**src/rtl/mips_pkg.sv**
```systemverilog
// Shared definitions for the MIPS pipeline: reset/exception addresses,
// forwarding select encodings and the IF/ID pipeline bundle.
package mips_pkg;

    localparam logic [31:0] RESET_PC   = 32'h0000_0000;
    localparam logic [31:0] EXC_VECTOR = 32'h0000_0180;
    localparam logic [31:0] NOP_INSTR  = 32'h0000_0000;

    localparam logic [1:0] FWD_RF = 2'd0;
    localparam logic [1:0] FWD_W  = 2'd1;
    localparam logic [1:0] FWD_M  = 2'd2;

    typedef struct packed {
        logic [31:0] instr;
        logic [31:0] pc;
        logic [31:0] pcplus4;
        logic        valid;
        logic        adef;
    } if_id_t;

endpackage

```
**src/rtl/fetch_stage_if.sv**
```systemverilog
// Signal bundle between the fetch stage and the rest of the pipeline
// (hazard unit, decode, imem, exception unit).
interface fetch_stage_if;
    logic        Stall_F;
    logic        Stall_D;
    logic [31:0] Instr_F;
    logic        PCSrc_D;
    logic [31:0] PCBranch_D;
    logic        Jump_D;
    logic [25:0] JumpAddr_D;
    logic        Jr_D;
    logic [1:0]  ForwardRs_D;
    logic [31:0] RD1_D;
    logic [31:0] ALUOut_M;
    logic [31:0] Result_W;
    logic        Exc_Req;
    logic [31:0] PC_F;
    logic [31:0] Instr_D;
    logic [31:0] PCPlus4_D;
    logic [31:0] PC_D;
    logic        Valid_D;
    logic        AdEF_D;

    // Pipeline/environment side: drives controls and imem data.
    modport master (
        output Stall_F, Stall_D, Instr_F, PCSrc_D, PCBranch_D, Jump_D,
               JumpAddr_D, Jr_D, ForwardRs_D, RD1_D, ALUOut_M, Result_W, Exc_Req,
        input  PC_F, Instr_D, PCPlus4_D, PC_D, Valid_D, AdEF_D
    );

    // Fetch stage side.
    modport slave (
        input  Stall_F, Stall_D, Instr_F, PCSrc_D, PCBranch_D, Jump_D,
               JumpAddr_D, Jr_D, ForwardRs_D, RD1_D, ALUOut_M, Result_W, Exc_Req,
        output PC_F, Instr_D, PCPlus4_D, PC_D, Valid_D, AdEF_D
    );
endinterface

```
**src/rtl/fetch_stage_if_id_reg.sv**
```systemverilog
// Generic IF/ID-style pipeline register: flush beats stall beats load,
// flush and reset both leave a bubble.
module if_id_reg #(
    parameter logic [31:0] NOP_INSTR = mips_pkg::NOP_INSTR
) (
    input  logic             clk,
    input  logic             rst_n,
    input  logic             stall,
    input  logic             flush,
    input  mips_pkg::if_id_t d,
    output mips_pkg::if_id_t q
);
    import mips_pkg::*;

    localparam if_id_t BUBBLE = '{instr: NOP_INSTR, pc: 32'h0, pcplus4: 32'h0,
                                  valid: 1'b0, adef: 1'b0};

    if_id_t stage_d;
    if_id_t stage_q;

    always_comb begin
        stage_d = stage_q;
        if (flush) begin
            stage_d = BUBBLE;
        end else if (!stall) begin
            stage_d = d;
        end
    end

    always_ff @(posedge clk or negedge rst_n) begin
        if (!rst_n) begin
            stage_q <= BUBBLE;
        end else begin
            stage_q <= stage_d;
        end
    end

    assign q = stage_q;

endmodule

```
**src/rtl/fetch_stage.sv**
```systemverilog
// MIPS fetch stage: PC register, next-PC selection (exception, stall,
// decode redirects, sequential) and the IF/ID pipeline register.
module fetch_stage #(
    parameter logic [31:0] RESET_PC   = mips_pkg::RESET_PC,
    parameter logic [31:0] EXC_VECTOR = mips_pkg::EXC_VECTOR,
    parameter logic [31:0] NOP_INSTR  = mips_pkg::NOP_INSTR
) (
    input  logic           clk,
    input  logic           rst_n,
    fetch_stage_if.slave   bus
);
    import mips_pkg::*;

    logic [31:0] pc_d;
    logic [31:0] pc_q;
    logic [31:0] pc_plus4;
    logic [31:0] jr_target;
    logic [31:0] jump_target;
    logic        redirect;
    logic        misaligned;
    if_id_t      fetch_bundle;
    if_id_t      ifid;

    always_comb begin
        jr_target = bus.RD1_D;
        case (bus.ForwardRs_D)
            FWD_W:   jr_target = bus.Result_W;
            FWD_M:   jr_target = bus.ALUOut_M;
            default: jr_target = bus.RD1_D;
        endcase
    end

    assign pc_plus4    = pc_q + 32'd4;
    assign jump_target = {ifid.pcplus4[31:28], bus.JumpAddr_D, 2'b00};

    // Decode operands are stale while D is stalled, so redirects wait for it.
    assign redirect = !bus.Stall_D && (bus.Jr_D || bus.Jump_D || bus.PCSrc_D);

    always_comb begin
        pc_d = pc_plus4;
        if (bus.Exc_Req) begin
            pc_d = EXC_VECTOR;
        end else if (bus.Stall_F) begin
            pc_d = pc_q;
        end else if (redirect) begin
            if (bus.Jr_D) begin
                pc_d = jr_target;
            end else if (bus.Jump_D) begin
                pc_d = jump_target;
            end else begin
                pc_d = bus.PCBranch_D;
            end
        end
    end

    always_ff @(posedge clk or negedge rst_n) begin
        if (!rst_n) begin
            pc_q <= RESET_PC;
        end else begin
            pc_q <= pc_d;
        end
    end

    assign misaligned = (pc_q[1:0] != 2'b00);

    // A misaligned fetch carries a NOP so the bad word is never decoded.
    always_comb begin
        fetch_bundle.instr   = misaligned ? NOP_INSTR : bus.Instr_F;
        fetch_bundle.pc      = pc_q;
        fetch_bundle.pcplus4 = pc_plus4;
        fetch_bundle.valid   = 1'b1;
        fetch_bundle.adef    = misaligned;
    end

    if_id_reg #(
        .NOP_INSTR (NOP_INSTR)
    ) u_if_id (
        .clk   (clk),
        .rst_n (rst_n),
        .stall (bus.Stall_D),
        .flush (bus.Exc_Req || redirect),
        .d     (fetch_bundle),
        .q     (ifid)
    );

    assign bus.PC_F      = pc_q;
    assign bus.Instr_D   = ifid.instr;
    assign bus.PCPlus4_D = ifid.pcplus4;
    assign bus.PC_D      = ifid.pc;
    assign bus.Valid_D   = ifid.valid;
    assign bus.AdEF_D    = ifid.adef;

endmodule

```
**src/flat_wrapper.sv**
```systemverilog
// flat-port wrapper written by rule: the top's interface ports become plain ports
module fetch_stage_flat import mips_pkg::*;
#(
    parameter logic [31:0] RESET_PC   = mips_pkg::RESET_PC,
    parameter logic [31:0] EXC_VECTOR = mips_pkg::EXC_VECTOR,
    parameter logic [31:0] NOP_INSTR  = mips_pkg::NOP_INSTR
)
  (clk, rst_n, bus_Stall_F, bus_Stall_D, bus_Instr_F, bus_PCSrc_D, bus_PCBranch_D, bus_Jump_D, bus_JumpAddr_D, bus_Jr_D, bus_ForwardRs_D, bus_RD1_D, bus_ALUOut_M, bus_Result_W, bus_Exc_Req, bus_PC_F, bus_Instr_D, bus_PCPlus4_D, bus_PC_D, bus_Valid_D, bus_AdEF_D);
  fetch_stage_if bus_i ();
  input  logic clk;
  input  logic rst_n;
  input wire logic [$bits(bus_i.Stall_F)-1:0] bus_Stall_F;
  input wire logic [$bits(bus_i.Stall_D)-1:0] bus_Stall_D;
  input wire logic [$bits(bus_i.Instr_F)-1:0] bus_Instr_F;
  input wire logic [$bits(bus_i.PCSrc_D)-1:0] bus_PCSrc_D;
  input wire logic [$bits(bus_i.PCBranch_D)-1:0] bus_PCBranch_D;
  input wire logic [$bits(bus_i.Jump_D)-1:0] bus_Jump_D;
  input wire logic [$bits(bus_i.JumpAddr_D)-1:0] bus_JumpAddr_D;
  input wire logic [$bits(bus_i.Jr_D)-1:0] bus_Jr_D;
  input wire logic [$bits(bus_i.ForwardRs_D)-1:0] bus_ForwardRs_D;
  input wire logic [$bits(bus_i.RD1_D)-1:0] bus_RD1_D;
  input wire logic [$bits(bus_i.ALUOut_M)-1:0] bus_ALUOut_M;
  input wire logic [$bits(bus_i.Result_W)-1:0] bus_Result_W;
  input wire logic [$bits(bus_i.Exc_Req)-1:0] bus_Exc_Req;
  output wire logic [$bits(bus_i.PC_F)-1:0] bus_PC_F;
  output wire logic [$bits(bus_i.Instr_D)-1:0] bus_Instr_D;
  output wire logic [$bits(bus_i.PCPlus4_D)-1:0] bus_PCPlus4_D;
  output wire logic [$bits(bus_i.PC_D)-1:0] bus_PC_D;
  output wire logic [$bits(bus_i.Valid_D)-1:0] bus_Valid_D;
  output wire logic [$bits(bus_i.AdEF_D)-1:0] bus_AdEF_D;
  assign bus_i.Stall_F = bus_Stall_F;
  assign bus_i.Stall_D = bus_Stall_D;
  assign bus_i.Instr_F = bus_Instr_F;
  assign bus_i.PCSrc_D = bus_PCSrc_D;
  assign bus_i.PCBranch_D = bus_PCBranch_D;
  assign bus_i.Jump_D = bus_Jump_D;
  assign bus_i.JumpAddr_D = bus_JumpAddr_D;
  assign bus_i.Jr_D = bus_Jr_D;
  assign bus_i.ForwardRs_D = bus_ForwardRs_D;
  assign bus_i.RD1_D = bus_RD1_D;
  assign bus_i.ALUOut_M = bus_ALUOut_M;
  assign bus_i.Result_W = bus_Result_W;
  assign bus_i.Exc_Req = bus_Exc_Req;
  assign bus_PC_F = bus_i.PC_F;
  assign bus_Instr_D = bus_i.Instr_D;
  assign bus_PCPlus4_D = bus_i.PCPlus4_D;
  assign bus_PC_D = bus_i.PC_D;
  assign bus_Valid_D = bus_i.Valid_D;
  assign bus_AdEF_D = bus_i.AdEF_D;
  fetch_stage #(.RESET_PC(RESET_PC), .EXC_VECTOR(EXC_VECTOR), .NOP_INSTR(NOP_INSTR)) u_core (.clk(clk), .rst_n(rst_n), .bus(bus_i));
endmodule
```
**config.mk**
```make
export PLATFORM = sky130hd
export DESIGN_NAME = fetch_stage_flat
export DESIGN_NICKNAME = d
export VERILOG_FILES = /design/src/rtl/mips_pkg.sv /design/src/rtl/fetch_stage_if.sv /design/src/rtl/fetch_stage_if_id_reg.sv /design/src/rtl/fetch_stage.sv /design/src/flat_wrapper.sv
export SDC_FILE = /design/constraint.sdc
export NUM_CORES = 1
export LEC_CHECK = 0
export CAP_MARGIN = 0
export CORE_UTILIZATION = 40
export DETAILED_ROUTE_END_ITERATION = 10
export HOLD_SLACK_MARGIN = 0.1
export PLACE_DENSITY = 0.78
export SYNTH_ARGS = -nofsm -noshare
export SYNTH_HDL_FRONTEND = slang
export SYNTH_SLANG_ARGS = --single-unit
export TNS_END_PERCENT = 20
```
**constraint.sdc**
```tcl
create_clock -name clk -period 2.7 [get_ports clk]
set_input_delay 0.54 -clock clk [delete_from_list [all_inputs] [get_ports clk]]
set_output_delay 0.54 -clock clk [all_outputs]
set_load 0.02 [all_outputs]
```
# ---- Word-level counts from Yosys, hierarchy flattened
# Cells that the tools add are included.
dict set report word_totals {
  register_bits 130
  inputBits 196
}
dict set report op_classes {
  add_sub_neg 1
  eq_ne 4
  n_mux 9
  reduce_logical 6
}
# op count
set ops {}
lappend ops {{98-bit two-way mux} 2}
lappend ops {{32-bit two-way mux} 6}
lappend ops {{32-bit case mux with 2 select lines} 1}
lappend ops {{32-bit by 3-bit adder with 32-bit output, second input constant} 1}
lappend ops {{2-bit by 1-bit inequality test with 1-bit output, second input constant} 2}
lappend ops {{1-bit logical OR} 3}
lappend ops {{2-bit by 1-bit equality test with 1-bit output, second input constant} 1}
lappend ops {{2-bit equality test, second input constant} 1}
lappend ops {{2-bit nonzero test} 1}
lappend ops {{1-bit logical AND} 1}
lappend ops {{1-bit logical NOT} 1}

# ---- Depth between registers and ports, before layout
# Gate-level depths: netlist of the first run.
dict set report depth {
  ltp_word 6
  depth_mapped 9
}

# ---- Cells and area by module
# A second synthesis of the first run with hierarchy kept.
dict set report unflattened {
  cells_unflattened 865
  hier_area_um2 8046.5
}
# module n_inst cells_each area_per_inst_um2 seq_area_each_um2
set modules_own_cells {}
lappend modules_own_cells {fetch_stage 1 549 4097.7 800.8}
lappend modules_own_cells {if_id_reg 1 316 3948.8 2452.4}

# ---- Worst setup path after synthesis of the first run
# OpenSTA, ideal clock, no wires.
dict set report synth_path {
  path_kind {register to register}
  start {register u_core.pc_q[2], in the netlist u_core.bus.PC_F[2]}
  end {register u_core.pc_q[16], in the netlist u_core.bus.PC_F[16]}
  setup_time_ns 0.116
  t_arrival_ns 2.007
  required_time_ns 2.584
  setup_slack_ns 0.577
  path_stages_with_launch 7
  n_path_buf 1
  synth_period_minus_slack_ns 2.123
  cell_sequence {dfrtp_1 ha_1 clkbuf_1 nand2_1 or3_1 or4_1 o311ai_0}
}
dict set report synth_via {
  elab_chain_cells 4
}
# element line_no
set synth_rtl {}
lappend synth_rtl {{start: declaration} fetch_stage.sv:15} ;# logic [31:0] pc_q;
lappend synth_rtl {{start signal: assignment} fetch_stage.sv:60} ;# pc_q <= pc_d;
lappend synth_rtl {{32-bit by 3-bit adder with 32-bit output} fetch_stage.sv:33} ;# assign pc_plus4 = pc_q + 32'd4;
lappend synth_rtl {{32-bit two-way mux} fetch_stage.sv:45} ;# end else if (redirect) begin
lappend synth_rtl {{32-bit two-way mux} fetch_stage.sv:43} ;# end else if (bus.Stall_F) begin
lappend synth_rtl {{32-bit two-way mux} fetch_stage.sv:41} ;# if (bus.Exc_Req) begin
# Every way passes these cells. The select of a mux whose other input is x is not followed.
# A chain may end at the register's enable or synchronous reset.

# ---- Worst setup path in the final report of the first run
dict set report layout_path {
  start {input port bus_PCSrc_D}
  end {register u_core.pc_q[17], in the netlist u_core.bus.PC_F[17]}
}
dict set report layout_via {
  elab_chain_cells 5
}
# element line_no
set layout_rtl {}
lappend layout_rtl {{start: declaration} flat_wrapper.sv:15} ;# input wire logic [$bits(bus_i.PCSrc_D)-1:0] bus_PCSrc_D;
lappend layout_rtl {{1-bit logical OR} fetch_stage.sv:37} ;# assign redirect = !bus.Stall_D && (bus.Jr_D || bus.Jump_D || bus.PCSrc_D);
lappend layout_rtl {{1-bit logical AND} fetch_stage.sv:37}
lappend layout_rtl {{32-bit two-way mux} fetch_stage.sv:45}
lappend layout_rtl {{32-bit two-way mux} fetch_stage.sv:43}
lappend layout_rtl {{32-bit two-way mux} fetch_stage.sv:41}
# Every way passes these cells. The select of a mux whose other input is x is not followed.

==> flow_metrics.tcl, run 1 <==
set metrics [dict create \
    final_common_cell "clkdlybuf4s50_1" \
    clock_latency_ns 0.41 \
    firstDrtPassIters 5 \
    tightest_slew_ns 1.193 \
    final_cell_mix "clkdlybuf4s50_1, dfrtp_1, nand2_1" \
    fillers 1359 \
    numCtsBuffers 17 \
    fp-row-count 47 \
    synth_area_leaders "dfrtp_1, a22o_1, o21ai_0" \
    hpwl_um 19930 \
    clock_skew_ns 0.007553 \
    drt-initial-drc-count 831 \
    leakage_nw 4.593 \
    clockBufferDepth 2 \
    die_x_um 134.1 \
    max_freq_ghz 0.4233 \
    hold_viol_final 0 \
    postSynthCellCount 727 \
    dieHeight_um 134.1 \
    ctsResizeCount 0 \
    slew_viol_final 0 \
    cts-htree-levels 4 \
    path_clk_slew_ns 0.05 \
    synth_seq_cells 128 \
    reg2reg_to "u_core.bus.PC_F[16]$_DFFE_PN0N_" \
    start_util 0.4149 \
    holdWs_ns 0.4763 \
    critPathLaunchType "primary input" \
    ys_warn_count 0 \
    overflow 0 \
    rsz0062_at_grt "false" \
    vias 7365 \
    ys.flop_type "dfrtp_1" \
    total_power_mw 5.427 \
    syn-num-nets 926 \
    cp_max_fo 10 \
    ys_async_sr_fraction 1.000 \
    synth_area_sq_um 6978 \
    nets 1243 \
    synth_top_area_share 0.4590 \
    ys_types 52 \
    ys_seq_area_frac 0.4590 \
    slew_headroom 0.2020 \
    synthToLayoutAreaGrowth_pct 61.65 \
    cts_tree "built" \
    numPortBuffers 325 \
    place_congestion 0.8726 \
    coreArea_sq_um 16820 \
    ios 326 \
    dieArea_sq_um 17980 \
    grt_pass1_wl_um 40390 \
    holdBufCountCts 1 \
    synth_edf_count 0 \
    critical_path_class "in2reg" \
    yosysTopAreaCell "dfrtp_1" \
    grt_pass1_vias 7164 \
    grt_max_degree 59 \
    wl_per_cell_um 20.62 \
    syn_avg_cell_area_sq_um 9.598 \
    wl_um 26350 \
    rr_startpoint "u_core.bus.PC_F[10]$_DFFE_PN0N_" \
    hp-start "u_core.u_if_id.q[21]$_DFFE_PN0P_" \
    grt_util_all_layers 0.2936 \
    drcViolationCount 0 \
    status "finished, final reports clean" \
    min_period_ns 2.363 \
    required_ns 2.97 \
    r2r_slack_ns 0.39 \
    drive_gt1_frac 0.1004 \
    min_path_cells 2 \
    setup_viol 0 \
    maxCapViolCount 0 \
    ir_worst_vdd_mv 0.3634 \
    clock-root-buffer "clkbuf_16" \
    hold_class "reg2reg" \
    final.period_utilization 0.8751 \
    viasPerCell 5.763 \
    power_density_nw_per_um2 481.2 \
    crit_path_end_kind "flop" \
    antenna_found_initial 2 \
    reg2reg_depth 5 \
    cts_setup_buffers 0 \
    whs_endpoint "u_core.u_if_id.q[21]$_DFFE_PN0P_" \
    clkSinkCount 128 \
    ant_nets 0 \
    critPathArrivalTime_ns 2.63 \
]
## state kept, by name, summed over array words and instances, names as in the netlist
signal and count:
u_core.u_if_id.q 96, u_core.bus.PC_F 32
## power by group
group	leakage (nW)	internal, mW	switching, mW
logic	2.53	0.522	0.475
registers	1.76	1.96	0.0596
clock network	0.307	1.57	0.840
## cell families (layout without fill, tap and decap cells)
group,Yosys count,after routing,synth area share
AOI/OAI and AO/OA,278,278,0.2821
buffers and inverters,87,416,0.05200
muxes,28,28,0.04321
DFF,128,128,0.4590
adders and majority gates,3,3,0.005380
other,0,2,0
and+or+nand+nor,176,176,0.1244
xor gates and xnor gates,27,27,0.03389
## final cells by class
type | instances | area (sq um) | area share
repair buffers | 372 | 3687 | 0.3269
clock inverters | 13 | 186.4 | 0.01653
diodes | 2 | 5.005 | 0.0004437
multi-input cells | 512 | 3435 | 0.3045
well taps | 220 | 275.3 | 0.02440
flip-flops and latches | 128 | 3203 | 0.2840
clock buffers | 18 | 439.2 | 0.03893
inverters | 13 | 48.80 | 0.004326
## cell usage after synthesis, types with 2 or more instances
cell type    n
o311ai_0     3
o22ai_1      4
nor2b_1      3
o211a_1      4
a211oi_1     3
nor3_1       5
o211ai_1    38
a22o_1      64
clkinv_1     2
or3_1        9
a22oi_1     31
and3_1       6
a2111oi_0    2
xor2_1      19
a221oi_1     7
mux2i_1     11
dfrtp_1    128
and2_1       3
o21ai_0     64
nor2_1      27
or4_1        2
a2bb2oi_1    2
xnor2_1      8
a21o_1       4
a211o_1      4
nor3b_1      2
buf_2       13
inv_1       11
a31oi_1     17
nand4_1     13
clkbuf_1    49
ha_1         3
nand2_1     72
buf_4        5
a21oi_1     24
buf_1        6
a221o_1      3
nand3_1     21
mux2_2      17
and4_1       6
## critical path: stages
cell             delay (ns)
clkdlybuf4s50_1        0.48
nor3_1                 0.50
o21ai_1                0.29
buf_4                  0.26
or4_1                  0.42
o311ai_0               0.14
## how the worst max path moves through the flow
| stage | depth (start not counted) | start | endpoint | slack, ns |
|---|---|---|---|---|
| final | 6 | bus_PCSrc_D | u_core.bus.PC_F[17]$_DFFE_PN0N_ | 0.34 |
| after global routing | 6 | bus_PCSrc_D | u_core.bus.PC_F[17]$_DFFE_PN0N_ | 0.25 |
| after detailed placement | 6 | bus_PCSrc_D | u_core.bus.PC_F[17]$_DFFE_PN0N_ | -0.007 |
| after CTS | 6 | bus_PCSrc_D | u_core.bus.PC_F[17]$_DFFE_PN0N_ | 0.35 |
| after floorplan | 6 | u_core.bus.PC_F[2]$_DFFE_PN0N_ | u_core.bus.PC_F[16]$_DFFE_PN0N_ | 0.58 |
| after global placement | 6 | bus_PCSrc_D | u_core.bus.PC_F[17]$_DFFE_PN0N_ | -0.01 |
## metal layers
layer / global-route usage / vias up / wire length, um
li1: - / 3385 / -
met1: 0.3864 / 3471 / 10750
met2: 0.4822 / 456 / 12620
met3: 0.05820 / 53 / 2303
met4: 0.1011 / 0 / 672
met5: 0 / - / 0
## stage by stage
stage | setup slack (ns) | util | instance area [sq um] | TNS, ns | std cells
3_5_place_dp | -0.007426 | 0.6326 | 10640 | -0.009502 | 1244
6_report | 0.3373 | 0.6707 | 11280 | 0 | 1278
2_1_floorplan | 0.5769 | - | 6978 | 0 | 727
5_1_grt | 0.2482 | 0.6707 | 11280 | 0 | 1278
3_3_place_gp | -0.01080 | 0.6326 | 10640 | -0.01577 | 1244
4_1_cts | 0.3458 | 0.6704 | 11270 | 0 | 1276
(Power assumes the default switching activity.)
==> run 2: changes to the inputs <==
- CTS_CLUSTER_DIAMETER: unset -> 80
==> results of run 2 <==
Same layout as run 1: the final DEF is identical, and so are final timing and power.
